<file path="src/rtl/pulse_stretch_tx.sv">
// Replays single-cycle event strobes as fixed-width high levels with a guaranteed low gap.
// Events that arrive during a replay are queued in a saturating counter; any loss sets a sticky flag.
module pulse_stretch_tx #(
  parameter int unsigned HIGH_CYCLES = 200000,
  parameter int unsigned GAP_CYCLES  = 200000,
  parameter int unsigned CNT_W       = 18,
  parameter int unsigned PEND_W      = 4
) (
  input  logic              o_Clock10MHz,
  input  logic              i_Rst_n,
  input  logic              i_Pulse,
  input  logic              i_Clear,
  output logic              o_Level,
  output logic              o_Busy,
  output logic [PEND_W-1:0] o_Pending,
  output logic              o_Overflow
);

  typedef enum logic [1:0] {
    StIdle = 2'd0,
    StHigh = 2'd1,
    StGap  = 2'd2
  } state_e;

  localparam logic [CNT_W-1:0]  HighLast = CNT_W'(HIGH_CYCLES - 1);
  localparam logic [CNT_W-1:0]  GapLast  = CNT_W'(GAP_CYCLES - 1);
  localparam logic [PEND_W-1:0] PendMax  = '1;

  state_e            state_q, state_d;
  logic [CNT_W-1:0]  cnt_q, cnt_d;
  logic [PEND_W-1:0] pend_q, pend_d;
  logic              level_q, level_d;
  logic              ovf_q, ovf_d;
  logic              p_prev_q, p_prev_d;
  logic              rise;
  logic              dec;

  assign rise     = i_Pulse & ~p_prev_q;
  assign p_prev_d = i_Pulse;

  // IDLE decides on the registered pending count, never on this cycle's rise.
  always_comb begin
    state_d = state_q;
    cnt_d   = cnt_q;
    level_d = level_q;
    dec     = 1'b0;
    case (state_q)
      StIdle: begin
        level_d = 1'b0;
        if (pend_q != '0) begin
          state_d = StHigh;
          level_d = 1'b1;
          cnt_d   = '0;
          dec     = 1'b1;
        end
      end
      StHigh: begin
        if (cnt_q == HighLast) begin
          state_d = StGap;
          level_d = 1'b0;
          cnt_d   = '0;
        end else begin
          cnt_d = cnt_q + CNT_W'(1);
        end
      end
      StGap: begin
        level_d = 1'b0;
        if (cnt_q == GapLast) begin
          state_d = StIdle;
          cnt_d   = '0;
        end else begin
          cnt_d = cnt_q + CNT_W'(1);
        end
      end
      default: begin
        state_d = StIdle;
        level_d = 1'b0;
        cnt_d   = '0;
      end
    endcase
  end

  // Clear wins over everything, including an event sampled in the same cycle.
  always_comb begin
    pend_d = pend_q;
    ovf_d  = ovf_q;
    if (i_Clear) begin
      pend_d = '0;
      ovf_d  = 1'b0;
    end else if (rise && !dec) begin
      if (pend_q == PendMax) begin
        ovf_d = 1'b1;
      end else begin
        pend_d = pend_q + PEND_W'(1);
      end
    end else if (dec && !rise) begin
      pend_d = pend_q - PEND_W'(1);
    end
  end

  always_ff @(posedge o_Clock10MHz or negedge i_Rst_n) begin
    if (!i_Rst_n) begin
      state_q  <= StIdle;
      cnt_q    <= '0;
      pend_q   <= '0;
      level_q  <= 1'b0;
      ovf_q    <= 1'b0;
      p_prev_q <= 1'b0;
    end else begin
      state_q  <= state_d;
      cnt_q    <= cnt_d;
      pend_q   <= pend_d;
      level_q  <= level_d;
      ovf_q    <= ovf_d;
      p_prev_q <= p_prev_d;
    end
  end

  assign o_Level    = level_q;
  assign o_Pending  = pend_q;
  assign o_Overflow = ovf_q;
  assign o_Busy     = (state_q != StIdle) || (pend_q != '0);

endmodule

</file>
<file path="config.mk">
export PLATFORM = sky130hd
export DESIGN_NAME = pulse_stretch_tx
export DESIGN_NICKNAME = d
export VERILOG_FILES = /design/src/rtl/pulse_stretch_tx.sv
export SDC_FILE = /design/constraint.sdc
export NUM_CORES = 1
export LEC_CHECK = 0
export ABC_CLOCK_PERIOD_IN_PS = 2900
export CORE_MARGIN = 5
export CORE_UTILIZATION = 58
export CTS_CLUSTER_SIZE = 20
export DETAILED_ROUTE_END_ITERATION = 12
export PLACE_DENSITY = 0.8
export SYNTH_ARGS = -nofsm -noshare
export SYNTH_HDL_FRONTEND = slang
export SYNTH_SLANG_ARGS = --single-unit
</file>
<file path="constraint.sdc">
create_clock -name o_Clock10MHz -period 2.9 [get_ports o_Clock10MHz]
set_input_delay 0.435 -clock o_Clock10MHz [delete_from_list [all_inputs] [get_ports o_Clock10MHz]]
set_output_delay 0.435 -clock o_Clock10MHz [all_outputs]
set_load 0.01 [all_outputs]
</file>
**Word-level counts from Yosys, hierarchy flattened**

Cells that the tools add are included.

- Equal/unequal tests: 8
- Multiplexer cells: 18
- Shift-type cells: 0
- Multiply operators: 0
- Add/subtract/negate cells: 3
- Reduce and logical (&&, ||, !) cells: 15
- Bitwise operators: 2
- Div/mod/pow operators: 0
- $lt $le $gt $ge: 0

Operators by type and width:

| operator | count |
|---|---|
| $mux W18 | 2 |
| $pmux W18 S2 | 1 |
| $add A18 B1 Y18 const B | 1 |
| $eq A18 B18 Y1 const B | 1 |
| $mux W4 | 4 |
| $mux W1 | 6 |
| $mux W2 | 3 |
| $ne A2 B2 Y1 const B | 3 |
| $pmux W2 S3 | 1 |
| $reduce_bool A2 Y1 | 3 |
| $add A4 B1 Y4 const B | 1 |
| $eq A4 B4 Y1 const B | 1 |
| $reduce_and A2 Y1 | 2 |
| $reduce_bool A4 Y1 | 1 |
| $sub A4 B1 Y4 const B | 1 |
| $ne A3 B3 Y1 const B | 1 |
| $reduce_and A3 Y1 | 1 |
| $reduce_bool A3 Y1 | 1 |
| $eq A2 B1 Y1 const B | 1 |
| $eq A2 B2 Y1 const B | 1 |
| $logic_and A1 B1 Y1 | 2 |
| $logic_not A1 Y1 | 2 |
| $logic_not A2 Y1 | 1 |
| $pmux W1 S2 | 1 |
| other kinds (4) | 4 |

- Word-level logic and storage cells: 52
- Bits in writable memories: 0
- Memories: 0
- Bits in registers: 27
- Memory bits (read-only): 0
- Output and inout bits: 7
- Input bits: 4
- Bits in latches: 0

**Longest topological paths before layout**

Gate-level depths: netlist of the first run.

- Depth after elaboration: 7
- Depth in mapped cells: 10
- Mapped depth without buffers: 10

**Least setup slack after synthesis of the first run**

Ideal clock, no wire load.

- Kind: reg2reg
- Start point: register pend_q[0], in the netlist o_Pending[0]
- End point: register pend_q[3], in the netlist o_Pending[3]
- Path slack: 0.577 ns
- Buffers on the path: 1
- Data required time: 2.831 ns
- Arrival time: 2.254 ns
- Setup time: 0.069 ns
- Period minus slack after synthesis: 2.323 ns
- Cell stages (with the launch flop): 9
- Path through: dfrtp_1 clkbuf_1 o41ai_1 nand2_1 ha_1 a21o_1 a2111oi_0 a22oi_1 nand3_1

- Cells in the longest elaborated chain, start to end: 7
- Elaborated cells between the ends (all ways): 16
- Classes of those cells: 2 x add/sub; 2 x eq/ne; 6 x mux; 6 x reduce/logical

RTL lines:

| element | line | source |
|---|---|---|
| start: declaration | 31 | `logic [PEND_W-1:0] pend_q, pend_d;` |
| start signal: assignment | 112 | `pend_q <= pend_d;` |
| $reduce_bool A4 Y1 | 50 | `if (pend_q != '0) begin` |
| $mux W1 | 50 |  |
| $mux W1 | 47 | `case (state_q)` |
| $logic_not A1 Y1 | 90 | `end else if (rise && !dec) begin` |
| $logic_and A1 B1 Y1 | 90 |  |
| $ne A3 B3 Y1 (no source line), or another cell as far along | n/a |  |
| $reduce_and A2 Y1 (no source line) / $mux W4 (equally long branches) | n/a |  |

Parallel ways exist; a longest one is shown, timed or not. The select of a mux whose other input is x is not followed.
A chain may end at the register's enable or synchronous reset.

**Final worst setup path of the first run**

- Start point: register pend_q[0], in the netlist o_Pending[0]
- End point: output o_Busy

- Cells in the longest elaborated chain, start to end: 2

RTL lines:

| element | line | source |
|---|---|---|
| $reduce_bool A4 Y1 | 122 | `assign o_Busy = (state_q != StIdle) \|\| (pend_q != '0);` |
| $logic_or A1 B1 Y1 | 122 |  |
| end: declaration | 14 | `output logic o_Busy,` |

No other way between the ends.

==> results.py, run 1 <==
metrics = {
    "outcome": {
        "outcome": "finished clean",
    },
    "floorplanning": {
        "io_pins": 11,
        "dieArea_mm2": 0.00415,
        "fp.dieW_um": 64.4,
        "start_util": 0.612,
        "die_y_um": 64.4,
        "core_mm2": 0.00281,
        "rows": 19,
    },
    "final_layout": {
        "layout-drive-gt1-share": 0.0653,
        "finalNonFillerCells": 230,
        "post-route-cell-area_mm2": 0.00188,
        "regArea_um2": 676,
        "antenna_cells": 0,
        "fin_nets": 212,
        "utilization": 0.670,
        "multi_input_area_um2": 957,
        "syn2layout_area_growth_pct": 9.47,
        "n_fill_cell": 222,
    },
    "grt": {
        "overflow": 0,
        "grt_pass1_wl_um": 6700,
        "grt_max_degree": 28,
        "grt_usage": 0.199,
        "antenna_found_initial": 0,
        "grt_pass1_vias": 1491,
    },
    "critical_path": {
        "startpoint": "o_Pending[0]",
        "max_stage_delay_ps": 590,
        "critPathKind": "register to output pin",
        "crit_chain": "or4_1, nor2_1, inv_1, clkdlybuf4s50_1",
        "endpoint": "o_Busy",
        "required_ps": 2470,
        "r2r_end": "o_Pending[3]",
        "cp_top_family": "simple AND/OR/NAND/NOR gates",
        "rrSetupSlack_ps": 450,
        "arrival_ps": 2220,
        "start_kind": "register",
        "cp.depth": 4,
        "cpMaxStageDelayCell": "or4_1",
        "worst-r2r-cell-count": 7,
        "cp-end-kind": "output pin",
        "r2r_start": "o_Pending[0]",
        "cp_max_fo": 10,
        "path_buf_inv": 2,
    },
    "logic_synthesis": {
        "synth_compound_area_frac": 0.210,
        "synth-seq-cells": 27,
        "synth_xor_xnor_area_share": 0.0153,
        "yosys-top-cells-count": "27 x dfrtp_1, 16 x nand2_1, 13 x inv_1",
        "synth_area_leader_cell": "dfrtp_1",
        "synth_async_sr_flop_share": 1.00,
        "ys_seq_area_frac": 0.393,
        "syn_area_per_cell_um2": 9.04,
        "synthesis.area_mm2": 0.00172,
        "synthTopCellsByArea": "dfrtp_1 39%, ha_1 5.1%, a22oi_1 3.9%, o21ai_0 3.5%, nand2_1 3.5%",
        "synth_nets": 202,
        "synth.most_common_cell": "dfrtp_1",
        "synth_fa_ha_area_frac": 0.0626,
        "muxShareOfSynthArea": 0.00655,
        "synth_top_family_by_area": "simple AND/OR/NAND/NOR gates",
        "yosys.area.top_type_share": 0.393,
        "synthDistinctLibCells": 47,
        "yosysWarnings": 0,
        "syn-instance-count": 190,
        "yosys.area_share.simple": 0.262,
        "synth_ff_type": "dfrtp_1",
        "synth-edff-count": 0,
    },
    "clocking": {
        "clock-sinks": 27,
        "insertion_delay_ps": 330,
        "cts.htree.levels": 1,
        "path_clk_slew_ps": 150,
        "cts_buffers": 3,
        "cts_root_buf": "clkbuf_4",
        "cts_resized": 0,
        "cts_setup_buffers": 0,
        "clk_path_buf_depth": 2,
        "cts_tree": "yes",
        "postCtsHoldBufs": 0,
    },
    "route": {
        "postRouteAntennaNets": 0,
        "met1_length_um": 1760,
        "drtIter0Drc": 138,
        "wl_per_cell_um": 16.4,
        "vias_per_cell": 6.72,
        "via_count": 1546,
        "dr_wl_met3_um": 203,
        "met2WireLength_um": 1770,
        "dr.pass1.iters": 4,
        "drc": 0,
        "routed.top_layer": "met4",
        "finalWirelength_um": 3780,
    },
    "min_path": {
        "worstHoldPathType": "input pin to async pin",
    },
    "job": {
        "drv_cap": 0,
    },
    "placement": {
        "hpwlAfterDp_um": 2760,
        "dpl.cell_count": 226,
        "port-buffer-count": 10,
        "place_area_mm2": 0.00185,
        "gp_congestion": 0.897,
    },
    "timing": {
        "slew_headroom": 0.544,
        "slew_viol_final": 0,
        "period_needed_ps": 2650,
        "setup_viol": 0,
        "post-route-period-util": 0.915,
        "fin_skew_ps": 1.51,
        "max_freq_mhz": 377,
        "rsz0062_at_grt": "no",
        "tightest_slew_ps": 680,
        "finalHoldViolations": 0,
        "fin_setup_tns_ps": 0,
    },
    "power_and_ir_drop": {
        "power_density_mw_per_mm2": 758,
        "leakage_nw": 0.751,
        "finalPower_w": 0.00142,
        "peakVddDrop_uv": 792,
    },
}
==> logic make-up (layout without fill, tap and decap cells) <==
kind of cell	Yosys count	after routing
AO/OA/AOI/OAI	51	51
XOR/XNOR	3	3
adder cells (fa/ha/maj)	8	8
buffers and inverters	22	31
flip-flops	27	27
multiplexers	1	1
AND/OR/NAND/NOR	78	78
==> per-stage QoR <==
step	hold slack, ps	worst slack [ps]
floorplan	139	577
global placement	495	442
detailed placement	502	416
CTS	455	255
global route	464	133
finish	440	245
==> layout by cell type (no fill, tap or decap), types with 3 or more instances in the layout <==
| cell type | instances |
|---|---|
| nor3_1 | 6 |
| a21oi_1 | 5 |
| inv_1 | 13 |
| dfrtp_1 | 27 |
| o21ai_0 | 12 |
| nor2_1 | 9 |
| or4_1 | 6 |
| nand2_1 | 16 |
| ha_1 | 7 |
| clkdlybuf4s50_1 | 10 |
| o31ai_1 | 4 |
| buf_4 | 4 |
| and4_1 | 3 |
| o311ai_0 | 4 |
| clkbuf_4 | 3 |
| and3_1 | 4 |
| a22oi_1 | 9 |
| nand3_1 | 9 |
| nand3b_1 | 3 |
| nand4_1 | 6 |
==> metal layers <==
metal	global-route usage	vias to the layer above
met5	0	-
met4	0.0475	0
met3	0.0363	6
met2	0.344	46
met1	0.259	736
li1	-	758
==> worst register-to-register path, stage by stage (launching register included) <==
cell and delay (ps):
dfrtp_1 510, o41ai_1 560, nand2_1 180, ha_1 310
a21o_1 200, a2111oi_0 390, a22oi_1 150, nand3_1 110
==> area by class of cell <==
type / instances / area share
clock buffers: 3 / 0.0120
clock inverters: 1 / 0.00399
inverters: 13 / 0.0259
multi-input cells: 141 / 0.509
flip-flops and latches: 27 / 0.359
well taps: 31 / 0.0206
repair buffers: 14 / 0.0692
==> worst min-delay path by stage <==
stage	startpoint	to	slack, ps	cells past startpoint
5_1_grt	i_Rst_n	cnt_q[11]	460	2
3_3_place_gp	o_Level	o_Level	490	1
6_report	i_Rst_n	cnt_q[11]	440	2
4_1_cts	i_Rst_n	cnt_q[4]	450	2
3_5_place_dp	o_Overflow	o_Overflow	500	2
2_1_floorplan	i_Rst_n	cnt_q[0]	140	0
==> where the power goes <==
| part | total (W) | switching [W] | internal [W] | leakage (nW) |
|---|---|---|---|---|
| logic | 0.000738 | 0.000437 | 0.000300 | 0.370 |
| registers | 0.000513 | 0.0000823 | 0.000431 | 0.366 |
| clock network | 0.000174 | 0.000121 | 0.0000529 | 0.0139 |
==> sequential cells by signal, indices dropped and copies added (netlist names) <==
signal	flops
cnt_q	18
o_Pending	4
state_q	2
o_Level	1
o_Overflow	1
p_prev_q	1
(Power assumes the default switching activity.)
==> run 2: changes to the inputs <==
--- a/config.mk
+++ b/config.mk
@@ -6,7 +6,7 @@
 export NUM_CORES = 1
 export LEC_CHECK = 0
 export ABC_CLOCK_PERIOD_IN_PS = 2900
-export CORE_MARGIN = 5
+export CORE_MARGIN = 10
 export CORE_UTILIZATION = 58
 export CTS_CLUSTER_SIZE = 20
 export DETAILED_ROUTE_END_ITERATION = 12
==> results.py, run 2 (synthesized netlist as in run 1, its figures left out) <==
metrics = {
    "outcome": {
        "outcome": "finished clean",
    },
    "power_and_ir_drop": {
        "leakage_nw": 0.754,
        "pwr-share-clk": 0.118,
        "seqPwrFrac": 0.357,
        "p_int_w": 0.000784,
        "switching_share": 0.454,
        "peakVddDrop_uv": 592,
        "power_density_mw_per_mm2": 764,
        "finalPower_w": 0.00144,
        "power_frac_comb": 0.525,
        "switchingPower_w": 0.000652,
    },
    "route": {
        "dr.pass1.iters": 4,
        "via_count": 1592,
        "postRouteAntennaNets": 0,
        "drc": 0,
        "drtIter0Drc": 120,
        "wl_per_cell_um": 17.7,
        "finalWirelength_um": 4080,
        "vias_per_cell": 6.92,
    },
    "clocking": {
        "clock-sinks": 27,
        "cts_resized": 0,
        "postCtsHoldBufs": 0,
        "cts_buffers": 3,
        "cts_tree": "yes",
        "cts_setup_buffers": 0,
        "cts.htree.levels": 1,
        "cts_root_buf": "clkbuf_4",
        "clk_path_buf_depth": 2,
        "insertion_delay_ps": 330,
        "path_clk_slew_ps": 150,
    },
    "critical_path": {
        "path_buf_inv": 2,
        "cp_max_fo": 9,
        "arrival_ps": 2240,
        "rrSetupSlack_ps": 460,
        "cp_top_family": "simple AND/OR/NAND/NOR gates",
        "r2r_end": "o_Pending[3]",
        "critPathKind": "register to output pin",
        "crit_chain": "or4_1, nor2_1, inv_1, clkdlybuf4s50_1",
        "required_ps": 2470,
        "start_kind": "register",
        "r2r_start": "o_Pending[1]",
        "cp-end-kind": "output pin",
        "cpMaxStageDelayCell": "or4_1",
        "worst-r2r-cell-count": 7,
        "max_stage_delay_ps": 610,
    },
    "timing": {
        "fin_skew_ps": 5.11,
        "fin_setup_tns_ps": 0,
        "slew_viol_final": 0,
        "post-route-period-util": 0.923,
        "setup_viol": 0,
        "finalHoldViolations": 0,
        "tightest_slew_ps": 628,
        "slew_headroom": 0.579,
        "period_needed_ps": 2680,
        "rsz0062_at_grt": "no",
        "max_freq_mhz": 374,
    },
    "grt": {
        "antenna_found_initial": 0,
        "overflow": 0,
        "grt_pass1_wl_um": 7510,
        "grt_max_degree": 28,
        "grt_pass1_vias": 1578,
        "grt_usage": 0.167,
    },
    "floorplanning": {
        "fp.dieW_um": 74.4,
        "rows": 19,
        "core_mm2": 0.00281,
        "die_y_um": 74.4,
        "start_util": 0.612,
        "io_pins": 11,
        "dieArea_mm2": 0.00554,
    },
    "final_layout": {
        "post-route-cell-area_mm2": 0.00188,
        "final_common_cell": "dfrtp_1",
        "largest_register_ffs": 18,
        "fin_nets": 212,
        "utilization": 0.669,
        "antenna_cells": 0,
        "regArea_um2": 676,
        "final_cell_mix": "27 x dfrtp_1, 16 x nand2_1, 13 x inv_1",
        "multi_input_area_um2": 957,
        "largest_register": "cnt_q",
        "n_fill_cell": 237,
        "layout-drive-gt1-share": 0.0653,
        "syn2layout_area_growth_pct": 9.32,
    },
    "min_path": {
        "worstHoldPathType": "input pin to async pin",
    },
    "placement": {
        "port-buffer-count": 10,
        "hpwlAfterDp_um": 2970,
        "place_area_mm2": 0.00185,
        "gp_congestion": 0.923,
    },
    "job": {
        "drv_cap": 0,
    },
}
## run 2: changes by cell type in the layout (fill, tap and decap cells not counted), sizes merged
cell / change
clkinvlp: -1
clkinv: +1
## run 2: cell type report
| cell class | instances | area share |
|---|---|---|
| Tap cell | 31 | 0.0207 |
| Timing Repair Buffer | 14 | 0.0693 |
| Multi-Input combinational cell | 141 | 0.510 |
| Inverter | 13 | 0.0260 |
| Clock buffer | 3 | 0.0120 |
| Clock inverter | 1 | 0.00266 |
| Sequential cell | 27 | 0.360 |
## run 2: how the worst max path moves through the flow
stage / from / endpoint / cells after the start
5_1_grt: o_Pending[1] / o_Busy / 4
3_5_place_dp: i_Pulse / o_Pending[3] / 8
3_3_place_gp: i_Pulse / o_Pending[3] / 8
6_report: o_Pending[1] / o_Busy / 4
4_1_cts: o_Pending[1] / o_Busy / 4
2_1_floorplan: o_Pending[0] / o_Pending[3] / 8
## run 2: through the flow
| step | std cells | setup slack, ps | hold slack [ps] |
|---|---|---|---|
| floorplan | 190 | 577 | 139 |
| global placement | 226 | 460 | 493 |
| detailed placement | 226 | 408 | 493 |
| CTS | 230 | 239 | 457 |
| global route | 230 | 107 | 461 |
| finish | 230 | 224 | 448 |
## run 2: per-layer routing
layer  vias up  track usage  wire (µm)  share of wire
li1        748            -          -              -
met1       781        0.205       1690           0.41
met2        57        0.275       2070           0.51
met3         6       0.0426        275          0.067
met4         0       0.0630         45          0.011
met5         -            0          0              0
## run 2: power groups by stage
stage	registers, W	logic, W	clock network, W
2_1_floorplan	0.000502	0.000483	0
3_3_place_gp	0.000510	0.000708	0
3_5_place_dp	0.000517	0.000746	0
4_1_cts	0.000511	0.000749	0.000174
5_1_grt	0.000526	0.000845	0.000192
6_report	0.000512	0.000754	0.000169
